==> src/rtl/ahb_package.sv <==
// ahb_package: shared AHB-lite encodings, data-phase states and select helpers
package ahb_package;
  typedef enum logic [1:0] {IDLE = 2'b00, BUSY = 2'b01, NONSEQ = 2'b10, SEQ = 2'b11} htrans_e;
  localparam logic OKAY  = 1'b0;
  localparam logic ERROR = 1'b1;
  typedef enum logic [1:0] {DS_IDLE = 2'd0, DS_ERR1 = 2'd1, DS_ERR2 = 2'd2} ds_state_e;
  function automatic logic [4:0] popcount(input logic [15:0] v);
    logic [4:0] c;
    c = '0;
    for (int i = 0; i < 16; i++) c = c + 5'(v[i]);
    return c;
  endfunction
  function automatic logic is_onehot(input logic [15:0] v);
    return popcount(v) == 5'd1;
  endfunction
endpackage

==> src/rtl/ahb_onehot_mux.sv <==
// ahb_onehot_mux: combinational one-hot payload selector, zero when nothing is selected
module ahb_onehot_mux #(
  parameter int CHANNEL_NUM = 4,
  parameter int PAYLOAD     = 34
) (
  input  logic [CHANNEL_NUM-1:0]              sel,
  input  logic [CHANNEL_NUM-1:0][PAYLOAD-1:0] data,
  output logic [PAYLOAD-1:0]                  out
);
  always_comb begin
    out = '0;
    for (int i = 0; i < CHANNEL_NUM; i++) out = out | (data[i] & {PAYLOAD{sel[i]}});
  end
endmodule

==> src/rtl/ahb_dphase_resp_mux.sv <==
// ahb_dphase_resp_mux: registered AHB-lite data-phase response mux with a built-in
// default slave that answers bad decodes with a two-cycle ERROR and counts them
module ahb_dphase_resp_mux
  import ahb_package::*;
#(
  parameter int CHANNEL_NUM = 4,
  parameter int DATA_W      = 32,
  parameter int CNT_W       = 8
) (
  input  logic                               HCLK,
  input  logic                               HRESETn,
  input  logic [CHANNEL_NUM-1:0]             hsel,
  input  logic [1:0]                         htrans,
  input  logic [CHANNEL_NUM-1:0][DATA_W-1:0] hrdata_in,
  input  logic [CHANNEL_NUM-1:0]             hreadyout_in,
  input  logic [CHANNEL_NUM-1:0]             hresp_in,
  output logic [DATA_W-1:0]                  hrdata_out,
  output logic                               hready_out,
  output logic                               hresp_out,
  input  logic                               clr_err,
  output logic [CNT_W-1:0]                   dec_err_cnt,
  output logic                               multi_hot_err
);
  logic [CHANNEL_NUM-1:0]             dsel_q;
  ds_state_e                          state;
  logic [CHANNEL_NUM-1:0][DATA_W+1:0] payload;
  logic [DATA_W+1:0]                  mux_out;
  logic [15:0]                        hsel_w;
  logic                               one, err_acc, multi_acc;
  for (genvar g = 0; g < CHANNEL_NUM; g++) begin : g_pay
    assign payload[g] = {hrdata_in[g], hreadyout_in[g], hresp_in[g]};
  end
  ahb_onehot_mux #(.CHANNEL_NUM(CHANNEL_NUM), .PAYLOAD(DATA_W + 2)) u_mux (
    .sel  (dsel_q),
    .data (payload),
    .out  (mux_out)
  );
  // dsel_q == 0 means the default slave owns the data phase
  always_comb begin
    hrdata_out = |dsel_q ? mux_out[DATA_W+1:2] : '0;
    hready_out = |dsel_q ? mux_out[1] : (state != DS_ERR1);
    hresp_out  = |dsel_q ? mux_out[0] : ((state != DS_IDLE) ? ERROR : OKAY);
  end
  always_comb begin
    hsel_w    = 16'(hsel);
    one       = is_onehot(hsel_w);
    err_acc   = hready_out && htrans[1] && !one;
    multi_acc = err_acc && (popcount(hsel_w) >= 5'd2);
  end
  always_ff @(posedge HCLK or negedge HRESETn) begin
    if (!HRESETn) begin
      dsel_q        <= '0;
      state         <= DS_IDLE;
      dec_err_cnt   <= '0;
      multi_hot_err <= 1'b0;
    end else begin
      if (hready_out) begin
        dsel_q <= (htrans[1] && one) ? hsel : '0;
        state  <= err_acc ? DS_ERR1 : DS_IDLE;
      end else if (state == DS_ERR1) begin
        state <= DS_ERR2;
      end
      if (clr_err) begin
        dec_err_cnt   <= '0;
        multi_hot_err <= 1'b0;
      end else begin
        if (err_acc && dec_err_cnt != '1) dec_err_cnt <= dec_err_cnt + 1'b1;
        if (multi_acc) multi_hot_err <= 1'b1;
      end
    end
  end
endmodule

==> config.mk <==
export PLATFORM = sky130hd
export DESIGN_NAME = ahb_dphase_resp_mux
export DESIGN_NICKNAME = d
export VERILOG_FILES = /design/src/rtl/ahb_package.sv /design/src/rtl/ahb_onehot_mux.sv /design/src/rtl/ahb_dphase_resp_mux.sv
export SDC_FILE = /design/constraint.sdc
export NUM_CORES = 1
export LEC_CHECK = 0
export BUFFER_PORTS_ARGS = -buffer_cell sky130_fd_sc_hd__buf_2
export CAP_MARGIN = 20
export CELL_PAD_IN_SITES_DETAIL_PLACEMENT = 1
export CELL_PAD_IN_SITES_GLOBAL_PLACEMENT = 2
export CORE_MARGIN = 2
export CORE_UTILIZATION = 15
export CTS_CLUSTER_SIZE = 40
export DETAILED_ROUTE_END_ITERATION = 8
export PLACE_DENSITY = 0.81
export SKIP_CTS_REPAIR_TIMING = 1
export SLEW_MARGIN = 10
export SYNTH_ARGS = -nofsm -noshare
export SYNTH_HDL_FRONTEND = slang
export SYNTH_SLANG_ARGS = --single-unit
==> constraint.sdc <==
create_clock -name HCLK -period 3.03 [get_ports HCLK]
set_input_delay 0.1515 -clock HCLK [delete_from_list [all_inputs] [get_ports HCLK]]
set_output_delay 0.1515 -clock HCLK [all_outputs]
set_load 0.02 [all_outputs]
==> results of run 1 <==
power by group:
part	total, mW	leakage, nW	internal, mW	switching (mW)
registers	0.269	0.205	0.237	0.0319
clock network	0.165	0.0255	0.0911	0.0735
logic	1.31	1.27	0.468	0.843
total	1.74	1.50	0.796	0.948
layout make-up:
type | instances | area, um2 | share of cell area
multi-input cells | 171 | 1130 | 0.412
repair buffers | 191 | 971 | 0.355
clock inverters | 1 | 5.00 | 0.00183
clock buffers | 3 | 41.3 | 0.0151
inverters | 11 | 41.3 | 0.0151
well taps | 140 | 175 | 0.0640
flip-flops and latches | 15 | 375 | 0.137
worst register-to-register path, delay by kind of cell, from the launching register on:
family	cells	cell delay (ns)
AO/OA/AOI/OAI	1	0.76
multiplexers	1	0.35
AND/OR/NAND/NOR	2	0.74
flip-flops	1	0.38
registers in the layout, summed over array words and instances, names as in the netlist:
register	count
dec_err_cnt	8
dsel_q	4
state	2
multi_hot_err	1
kinds of logic after synthesis:
| logic type | count (synthesis) | share of synthesized area |
|---|---|---|
| muxes | 3 | 0.0199 |
| AOI/OAI and AO/OA | 95 | 0.421 |
| buffers and inverters | 31 | 0.0818 |
| and+or+nand+nor | 68 | 0.205 |
| DFF | 15 | 0.229 |
| adders and majority gates | 5 | 0.0428 |
final timing paths:
path | start | end | slack (ns) | depth (start not counted)
max in group asynchronous | HRESETn | state[1] | 2.43 | 2
worst min-delay path | hsel[3] | dsel_q[3] | 0.16 | 3
worst min register to register | multi_hot_err | multi_hot_err | 0.54 | 2
worst max register to register | dsel_q[1] | dec_err_cnt[7] | 0.68 | 4
worst max-delay path | hsel[0] | dec_err_cnt[7] | 0.52 | 11
min in group asynchronous | HRESETn | dec_err_cnt[7] | 0.34 | 2
metal layers:
metal  global-route usage  up-vias  routed length (um)
met4               0.0192        0                  46
met2                0.237       98                4090
met5                    0        -                   0
met1                0.132     1144                2980
li1                     -     1179                   -
met3               0.0139        5                 639
cells in the final DEF (no fill, tap or decap), types with 2 or more instances in the layout:
cell type    n
a22oi_1     68
a21oi_1      6
or4_4        2
nor4_1       2
nor2b_1      2
nand2_1     39
ha_1         4
nor2_1       6
buf_4        4
inv_1       11
o31ai_1      4
clkbuf_8     3
nand2b_1     3
nor3_1       2
or4_1        4
dfrtp_1     15
buf_2      186
o21ai_0     10
==> key figures, run 1 <==
Synth
  – Most instantiated flip-flop cell in the synthesis netlist: dfrtp_1
  – Total of flip-flops plus latches after synthesis: 15
  – Count of synthesis-stage warnings from yosys: 0
  – Mapped Avg Cell Area: 7.54 um2
  – Post-synth top area cell: a22oi_1
  – Cell types occupying the most area after synthesis: a22oi_1 31%, dfrtp_1 23%, nand2_1 8.9%
  – Share of flip-flops with an asynchronous set or reset after synthesis: 1.00
  – Total standard cell area after synthesis: 1640 um2
  – Share of the synthesized area in the top cell type: 0.312
  – Number of distinct library cells after synthesis: 38
  – Post-Synthesis Net Count: 367
  – EDFF count, synth: 0
  – Count leader, synth: a22oi_1
  – Number of instances in the synthesized netlist: 217
  – Leading cell types by count after synthesis: 68 x a22oi_1, 39 x nand2_1, 15 x clkbuf_1, 15 x dfrtp_1, 11 x inv_1
  – Sequential share of the synthesized area: 0.229

Drt
  – Count of unresolved DRC violations after routing: 0
  – Vias per cell: 4.56
  – Average wire length per cell after detail routing: 14.6 um
  – Remaining antenna violation count after routing: 0
  – Total routed wirelength: 7.76 mm
  – Number of iterations in the first detailed-routing pass: 4
  – DRC violation total after the first TritonRoute iteration: 117
  – Via count of the routed design: 2426

STA
  – Post-Route Hold Slack: 0.161 ns
  – Final clock period utilization by the worst path: 0.829
  – Worst Skew: 0.000805 ns
  – Finish-stage setup viols: 0
  – Final worst path period need: 2.51 ns
  – Final hold violation count: 0
  – Achievable frequency: 0.398 GHz
  – Actual transition at the worst max-transition pin: 0.901 ns
  – Unrepaired setup endpoints after global routing: false
  – Setup TNS: 0 ns
  – Setup WS post-layout: 0.518 ns
  – Relative slew slack: 0.398
  – Max Transition Viols Final: 0

Worst setup path
  – Startpoint class of the critical path: input port
  – Crit path kind: in2reg
  – Crit-path slowest cell: fa_1
  – CP endpoint kind: flop
  – Crit-path leading delay family: adder cells
  – Worst-path cell chain: buf_2 > inv_1 > fa_1 > inv_1 > ha_1 > inv_1 > ha_1 > or3b_2 > o311ai_2 > nor4_1 > mux2_1
  – Cell mode on critical path: inv_1
  – Critical Path RT: 3.16 ns
  – Data arrival time of the worst path: 2.64 ns
  – Maximum fanout count along the critical path: 13
  – Maximum cell stage delay along the critical path: 0.53 ns
  – Combined buffer and inverter count along the critical path: 4

Global route
  – Largest net degree at the start of global routing: 36
  – First-pass GRT wire length: 11.5 mm
  – Number of antenna violations at the first check in global routing: 0
  – Global-route total usage across every layer: 0.118
  – Final global-route overflow total: 0
  – Vias in the first global route: 2412

Floorplan
  – Initial cell density of the core: 0.152
  – Die Height: 108 um
  – Number of core rows: 38
  – Ports: 188
  – DIE WIDTH: 108 um
  – Total die area: 11800 um2
  – Placeable Area: 10700 um2

Cells and area
  – Utilization of the core after routing: 0.255
  – Fill cell total of the finished layout: 1377
  – Post-route cell area: 2740 um2
  – Nets: 543
  – Synth-to-layout area growth: 67.2%
  – Fraction of layout instances using a drive strength above 1: 0.515
  – Antenna Cells: 0
  – Count of non-filler cells in the finished layout: 532

Run
  – Number of maximum-capacitance violations: 0

Placement
  – Input/output buffers: 186
  – GP Congestion: 0.673
  – Worst Setup Slack post-DPL: 0.260 ns
  – Placed Instance Area: 2680 um2
  – Estimated wirelength of the detail-placed design: 6.10 mm
  – Number of placed instances, taps included: 527

Clock tree
  – Clock sink count: 15
  – Worst-skew pair later-pin latency: 0.25 ns
  – Total clock buffers created by CTS: 3
  – Root buffer selected by CTS: clkbuf_8
  – H-tree level count: 1
  – CTS tree: yes
  – Clock buffer depth: 2
  – Clock transition time at the flip-flop clock pins of the worst setup and hold paths: 0.06 ns

Run status
  – Result of the run: finished, final reports clean

Worst hold path
  – Worst hold path type: in2reg

Power
  – Pleak: 1.50 nW
  – PwrDens: 638 nW/um2
  – Overall power after layout: 1.74 mW
  – Worst IR Drop VDD: 0.286 mV
No activity file was read; power rests on OpenSTA's default activity.
==> run 2, diff against run 1 <==
Settings changed: CORE_UTILIZATION 15 to 14, PLACE_DENSITY 0.81 to 0.8.
Clock period 3.03 ns to 2.09 ns, I/O delays scaled along.
==> run 2 against run 1 <==
Against the previous run: the flow now finishes with violations (negative setup slack); worst setup slack lost 0.58 ns; global-route usage up 0.84 points; sequential cell count did not move; total power is 80% higher; critical path depth is 1 higher; die area rose by 6.9%; clock power rose by 130%; register-to-register slack got worse by 0.74 ns; core utilization rose by 1.4 points; worst hold slack worse by 0.059 ns; final cell count increased by 3.9%.
==> key figures, run 2 (same netlist as run 1, synthesis figures left out) <==
Run status
  – Result of the run: complete, but fails checks (was finished, final reports clean)
  – Violated checks: negative setup slack

Worst setup path
  – Maximum fanout count along the critical path: 7 (was 13)
  – Startpoint class of the critical path: input port (unchanged)
  – Crit path kind: in2reg (unchanged)
  – Worst R2R Setup Slack: -0.06 ns (was 0.68 ns)
  – Combined buffer and inverter count along the critical path: 5 (was 4)
  – CP endpoint kind: flop (unchanged)
  – Crit-path slowest cell: fa_1 (unchanged)
  – Cell mode on critical path: ha_4 (was inv_1)
  – Maximum cell stage delay along the critical path: 0.54 ns (was 0.53 ns)
  – Data arrival time of the worst path: 2.29 ns (was 2.64 ns)
  – Critical Path RT: 2.22 ns (was 3.16 ns)
  – Crit-path leading delay family: adder cells (unchanged)
  – Worst-path cell chain: buf_8 > inv_4 > fa_1 > inv_2 > ha_4 > buf_4 > ha_4 > or3b_4 > o311ai_4 > buf_6 > nor4_4 > mux2_4 (was buf_2 > inv_1 > fa_1 > inv_1 > ha_1 > inv_1 > ha_1 > or3b_2 > o311ai_2 > nor4_1 > mux2_1)

Drt
  – Total routed wirelength: 8.55 mm (was 7.76 mm)
  – Number of iterations in the first detailed-routing pass: 4 (unchanged)
  – Vias per cell: 4.51 (was 4.56)
  – Remaining antenna violation count after routing: 0 (unchanged)
  – Via count of the routed design: 2492 (was 2426)
  – DRC violation total after the first TritonRoute iteration: 141 (was 117)
  – Count of unresolved DRC violations after routing: 0 (unchanged)
  – Average wire length per cell after detail routing: 15.5 um (was 14.6 um)

STA
  – Unrepaired setup endpoints after global routing: true (was false)
  – Final worst path period need: 2.16 ns
  – Achievable frequency: 0.464 GHz
  – Final clock period utilization by the worst path: 1.03
  – Max Transition Viols Final: 0 (unchanged)
  – Actual transition at the worst max-transition pin: 0.456 ns (was 0.901 ns)
  – Setup WS post-layout: -0.0654 ns (was 0.518 ns)
  – Finish-stage setup viols: 7 (was 0)
  – Relative slew slack: 0.696 (was 0.398)
  – Setup TNS: -0.224 ns (was 0 ns)
  – Final hold violation count: 0 (unchanged)
  – Worst Skew: 0.00516 ns (was 0.000805 ns)

Power
  – Worst IR Drop VDD: 0.534 mV (was 0.286 mV)
  – Power dissipated by switching net loads: 1.54 mW (was 948 uW)
  – Relative contribution of combinational cells to total power: 0.752 (about the same)
  – PwrDens: 1030 nW/um2 (was 638 nW/um2)
  – Portion of total power attributed to sequential cells: 0.127 (was 0.154)
  – Switch share: 0.490 (was 0.543)
  – Overall power after layout: 3.14 mW (was 1.74 mW)
  – Pleak: 1.62 nW (was 1.50 nW)
  – Fraction of power consumed by the clock network: 0.121 (was 0.094)
  – Internal Pwr Total: 1.60 mW (was 796 uW)

Placement
  – Worst Setup Slack post-DPL: -0.495 ns (was 0.260 ns)
  – Input/output buffers: 186 (unchanged)
  – GP Congestion: 0.744 (was 0.673)
  – Estimated wirelength of the detail-placed design: 6.64 mm (was 6.10 mm)

Floorplan
  – Placeable Area: 11400 um2 (was 10700 um2)
  – Number of core rows: 39 (was 38)
  – DIE WIDTH: 112 um (was 108 um)
  – Total die area: 12600 um2 (was 11800 um2)
  – Ports: 188 (unchanged)
  – Initial cell density of the core: 0.143 (was 0.152)
  – Die Height: 112 um (was 108 um)

Worst hold path
  – Worst hold path type: in2reg (unchanged)

Global route
  – Vias in the first global route: 2553 (was 2412)
  – Global-route total usage across every layer: 0.126 (was 0.118)
  – First-pass GRT wire length: 13.1 mm (was 11.5 mm)
  – Final global-route overflow total: 0 (unchanged)
  – Largest net degree at the start of global routing: 36 (unchanged)
  – Number of antenna violations at the first check in global routing: 0 (unchanged)

Cells and area
  – Nets: 561 (was 543)
  – Largest registers in the final layout: dec_err_cnt x8, dsel_q x4, state x2 (unchanged)
  – Most common cell after layout, fill and taps aside: buf_2 (unchanged)
  – Utilization of the core after routing: 0.268 (was 0.255)
  – Max FFs per register: 8 (unchanged)
  – Fraction of layout instances using a drive strength above 1: 0.583 (was 0.515)
  – Register with the most flip-flops: dec_err_cnt (unchanged)
  – Most frequent cells in the layout: 182 x buf_2, 68 x a22oi_1, 39 x nand2_1 (was 186 x buf_2, 68 x a22oi_1, 39 x nand2_1)
  – Antenna Cells: 0 (unchanged)
  – Synth-to-layout area growth: 87.3% (was 67.2%)

Clock tree
  – Clock sink count: 15 (unchanged)
  – Clock buffer depth: 2 (unchanged)
  – Total clock buffers created by CTS: 3 (unchanged)
  – Worst-skew pair later-pin latency: 0.25 ns (about the same)
  – Root buffer selected by CTS: clkbuf_16 (was clkbuf_8)
  – Clock transition time at the flip-flop clock pins of the worst setup and hold paths: 0.05 ns (was 0.06 ns)
  – CTS tree: yes (unchanged)
  – H-tree level count: 1 (unchanged)

Run
  – Number of maximum-capacitance violations: 0 (unchanged)
## run 2: power by group through the flow
stage / Clock, mW / Sequential (mW) / Combinational (mW)
detailed placement: 0 / 0.401 / 2.09
global route: 0.403 / 0.409 / 2.57
finish: 0.381 / 0.400 / 2.36
floorplan: 0 / 0.407 / 1.30
CTS: 0.385 / 0.397 / 2.09
global placement: 0 / 0.400 / 2.06
## run 2: path summary, 6_finish.rpt
check | startpoint | endpoint | depth (start not counted)
max in group asynchronous | HRESETn | dsel_q[0] | 2
setup / recovery | hsel[1] | dec_err_cnt[7] | 12
min in group asynchronous | HRESETn | dec_err_cnt[1] | 2
setup reg to reg | dsel_q[0] | dec_err_cnt[7] | 6
hold reg to reg | multi_hot_err | multi_hot_err | 2
hold / removal | hsel[0] | dsel_q[0] | 3
## run 2: metal layers
layer / wire length (um) / global-route usage / vias to the layer above / part of all wire
met1: 3460 / 0.157 / 1174 / 0.40
met4: 49 / 0.0268 / 0 / 0.0057
met2: 4480 / 0.231 / 96 / 0.52
met3: 555 / 0.0189 / 5 / 0.065
li1: - / - / 1217 / -
met5: 0 / 0 / - / 0
## run 2: stage by stage
step | instances | area (um2) | hold WS, ns
3_3_place_gp | 538 | 2770 | 0.0314
2_1_floorplan | 217 | 1670 | -0.191
4_1_cts | 542 | 2850 | -0.234
5_1_grt | 553 | 3070 | 0.124
6_report | 553 | 3070 | 0.102
3_5_place_dp | 538 | 2770 | 0.0313
## run 2: area by class of cell
class | count | area (um2)
Clock buffer | 4 | 78.8
Timing Repair Buffer | 209 | 1150
Multi-Input combinational cell | 171 | 1230
Tap cell | 143 | 179
Sequential cell | 15 | 375
Fill cell | 1437 | 8350
Inverter | 11 | 51.3
## run 2: worst min-delay path, cell delays in order
cell and delay, ns:
buf_6 0.09, nand2_1 0.04, o21ai_0 0.06
==> run 3, diff against run 2 <==
Settings changed: CORE_UTILIZATION 14 to 15, CTS_CLUSTER_SIZE 40 to unset, PLACE_DENSITY 0.8 to unset, PLACE_DENSITY_LB_ADDON set to 0.08, SYNTH_HIERARCHICAL set to 1.
==> run 3 against run 2 <==
Against the previous run: the flow now finishes without violations; clock skew is 0.0019 ns lower; sequential power barely moved; final cell count increased by 9.9%; global-route usage increased by 0.96 points; design area increased by 4.6%; worst hold slack better by 0.034 ns; non-clock buffer count up 2; total power decreased by 11%; routed wire length grew 19%; combinational power is 14% lower; synthesized cell count increased by 12%; sequential share of layout area shrank 0.54 points; critical endpoint is now dec_err_cnt[0]; largest cell class unchanged; largest power group unchanged; highest routed layer unchanged.
==> key figures, run 3 <==
Clock tree
  – Clock buffer depth: 2 (unchanged)
  – H-tree level count: 1 (unchanged)
  – CTS tree: yes (unchanged)
  – Root buffer selected by CTS: clkbuf_16 (unchanged)
  – Total clock buffers created by CTS: 3 (unchanged)
  – Worst-skew pair later-pin latency: 0.25 ns (about the same)
  – Clock sink count: 15 (unchanged)
  – Clock transition time at the flip-flop clock pins of the worst setup and hold paths: 0.05 ns (about the same)

Worst setup path
  – Critical Path RT: 2.26 ns (was 2.22 ns)
  – CP endpoint kind: flop (unchanged)
  – Source of the critical timing path: hsel[1] (unchanged)
  – Worst R2R Setup Slack: 0.13 ns (was -0.06 ns)
  – Maximum fanout count along the critical path: 7 (unchanged)
  – Startpoint of the worst register-to-register path: dsel_q[0] (unchanged)
  – Crit path kind: in2reg (unchanged)
  – Data arrival time of the worst path: 2.18 ns (was 2.29 ns)
  – Startpoint class of the critical path: input port (unchanged)

Cells and area
  – Synth-to-layout area growth: 68.1% (was 87.3%)
  – Largest registers in the final layout: dec_err_cnt x8, dsel_q x4, state x2 (unchanged)
  – Most frequent cells in the layout: 184 x buf_2, 68 x a22oi_1, 40 x nand2_1 (was 182 x buf_2, 68 x a22oi_1, 39 x nand2_1)
  – Max FFs per register: 8 (unchanged)
  – Fraction of layout instances using a drive strength above 1: 0.534 (was 0.583)
  – Count of non-filler cells in the finished layout: 608 (was 553)
  – Nets: 587 (was 561)
  – Register with the most flip-flops: dec_err_cnt (unchanged)
  – Antenna Cells: 0 (unchanged)
  – Most common cell after layout, fill and taps aside: buf_2 (unchanged)

Drt
  – Number of iterations in the first detailed-routing pass: 4 (unchanged)
  – Remaining antenna violation count after routing: 0 (unchanged)
  – Count of unresolved DRC violations after routing: 0 (unchanged)
  – Sum of routed wire segments on met1: 4.19 mm (was 3.46 mm)
  – Average wire length per cell after detail routing: 16.7 um (was 15.5 um)
  – Vias per cell: 4.36 (was 4.51)
  – Top layer reached by signal wires: met4 (unchanged)
  – Metal3 WL: 789 um (was 555 um)
  – Via count of the routed design: 2650 (was 2492)
  – Met2 wire len: 5.12 mm (was 4.48 mm)
  – DRC violation total after the first TritonRoute iteration: 94 (was 141)
  – Total routed wirelength: 10.2 mm (was 8.55 mm)

Placement
  – GP Congestion: 0.740 (was 0.744)
  – Number of placed instances, taps included: 600 (was 538)
  – Input/output buffers: 186 (unchanged)
  – Estimated wirelength of the detail-placed design: 8.06 mm (was 6.64 mm)

STA
  – Max Transition Viols Final: 0 (unchanged)
  – Finish-stage setup viols: 0 (was 7)
  – Relative slew slack: 0.733 (was 0.696)
  – Worst Skew: 0.00325 ns (was 0.00516 ns)
  – Actual transition at the worst max-transition pin: 0.401 ns (was 0.456 ns)
  – Final hold violation count: 0 (unchanged)
  – Post-Route Hold Slack: 0.136 ns (was 0.102 ns)
  – Achievable frequency: 0.498 GHz (was 0.464 GHz)
  – Final worst path period need: 2.01 ns (was 2.16 ns)
  – Final clock period utilization by the worst path: 0.961 (was 1.03)
  – Unrepaired setup endpoints after global routing: true (unchanged)

Floorplan
  – Initial cell density of the core: 0.152 (was 0.143)
  – Placeable Area: 12500 um2 (was 11400 um2)
  – Number of core rows: 41 (was 39)
  – Ports: 188 (unchanged)
  – Total die area: 13600 um2 (was 12600 um2)
  – DIE WIDTH: 117 um (was 112 um)
  – Die Height: 117 um (was 112 um)

Global route
  – Number of antenna violations at the first check in global routing: 0 (unchanged)
  – Global-route total usage across every layer: 0.136 (was 0.126)
  – Largest net degree at the start of global routing: 33 (was 36)
  – Vias in the first global route: 2552 (was 2553)
  – First-pass GRT wire length: 14.5 mm (was 13.1 mm)
  – Final global-route overflow total: 0 (unchanged)

Synth
  – Total standard cell area after synthesis: 1910 um2 (was 1640 um2)
  – Count of synthesis-stage warnings from yosys: 6 (was 0)
  – Sequential share of the synthesized area: 0.197 (was 0.229)
  – EDFF count, synth: 0 (unchanged)
  – Mapped Avg Cell Area: 7.85 um2 (was 7.54 um2)
  – Cell types occupying the most area after synthesis: a22oi_1 27%, dfrtp_1 20%, nor2b_1 10% (was a22oi_1 31%, dfrtp_1 23%, nand2_1 8.9%)
  – Number of instances in the synthesized netlist: 243 (was 217)
  – Total of flip-flops plus latches after synthesis: 15 (unchanged)
  – Leading cell types by count after synthesis: 68 x a22oi_1, 40 x nand2_1, 32 x nor2b_1 (was 68 x a22oi_1, 39 x nand2_1, 15 x clkbuf_1, 15 x dfrtp_1, 11 x inv_1)
  – Post-synth top area cell: a22oi_1 (unchanged)
  – Post-Synthesis Net Count: 393 (was 367)
  – Most instantiated flip-flop cell in the synthesis netlist: dfrtp_1 (unchanged)
  – Number of distinct library cells after synthesis: 32 (was 38)
  – Share of the synthesized area in the top cell type: 0.268 (was 0.312)
  – Count leader, synth: a22oi_1 (unchanged)
  – Share of flip-flops with an asynchronous set or reset after synthesis: 1.00 (unchanged)

Power
  – Worst IR Drop VDD: 0.347 mV (was 0.534 mV)
  – Pleak: 1.71 nW (was 1.62 nW)
  – PwrDens: 874 nW/um2 (was 1030 nW/um2)

Worst hold path
  – Worst hold path type: in2reg (unchanged)
  – Worst hold start: hsel[2] (was hsel[0])

Run status
  – Result of the run: finished, final reports clean (was complete, but fails checks)

Run
  – Number of maximum-capacitance violations: 0 (unchanged)
[run 3: path summary, 6_finish.rpt]
kind	end	cells after the start
max in group asynchronous	dsel_q[2]	2
min	dsel_q[2]	2
max reg2reg	dec_err_cnt[3]	7
max	dec_err_cnt[0]	12
min reg2reg	multi_hot_err	1
min in group asynchronous	dec_err_cnt[1]	2
[run 3: cells by family (layout without fill, tap and decap cells)]
logic type | Yosys count | after routing | synth area share
flip-flops | 15 | 15 | 0.197
AO/OA/AOI/OAI | 93 | 94 | 0.364
AND/OR/NAND/NOR | 98 | 98 | 0.277
adder cells (fa/ha/maj) | 5 | 5 | 0.0367
buffers and inverters | 32 | 224 | 0.126
[run 3: through the flow]
| stage | TNS, ns | util | power (mW) | area [um2] | setup WS, ns |
|---|---|---|---|---|---|
| after floorplan | -0.0330 | - | 1.73 | 1930 | -0.0330 |
| after global placement | -2.23 | 0.242 | 2.41 | 3030 | -0.295 |
| after detailed placement | -2.62 | 0.242 | 2.40 | 3030 | -0.323 |
| after CTS | -0.214 | 0.248 | 2.80 | 3110 | -0.0784 |
| after global routing | -0.0899 | 0.256 | 3.05 | 3210 | -0.0592 |
| final | 0 | 0.256 | 2.80 | 3210 | 0.0823 |
[run 3: report_power, final]
group | internal (mW) | switching (mW)
clock network | 0.259 | 0.127
logic | 0.824 | 1.19
registers | 0.342 | 0.0587
total | 1.43 | 1.38
[run 3: final cells by class]
cell class	instances	area, um2
fillers	1589	9310
multi-input cells	197	1360
repair buffers	211	1140
inverters	9	41.3
well taps	172	215
clock buffers	4	78.8
flip-flops and latches	15	375
[run 3: critical path: stages]
cell and delay [ns]:
buf_6 0.07, inv_2 0.03, fa_1 0.52, inv_1 0.04, ha_2 0.17, buf_4 0.13
ha_2 0.16, or3b_4 0.42, o21ai_4 0.14, buf_4 0.17, o21ai_0 0.08, a21oi_1 0.14
[run 3: routing by layer]
layer / vias to the layer above / GRT usage
li1: 1295 / -
met1: 1248 / 0.172
met2: 103 / 0.247
met3: 4 / 0.0216
met4: 0 / 0.0212
met5: - / 0
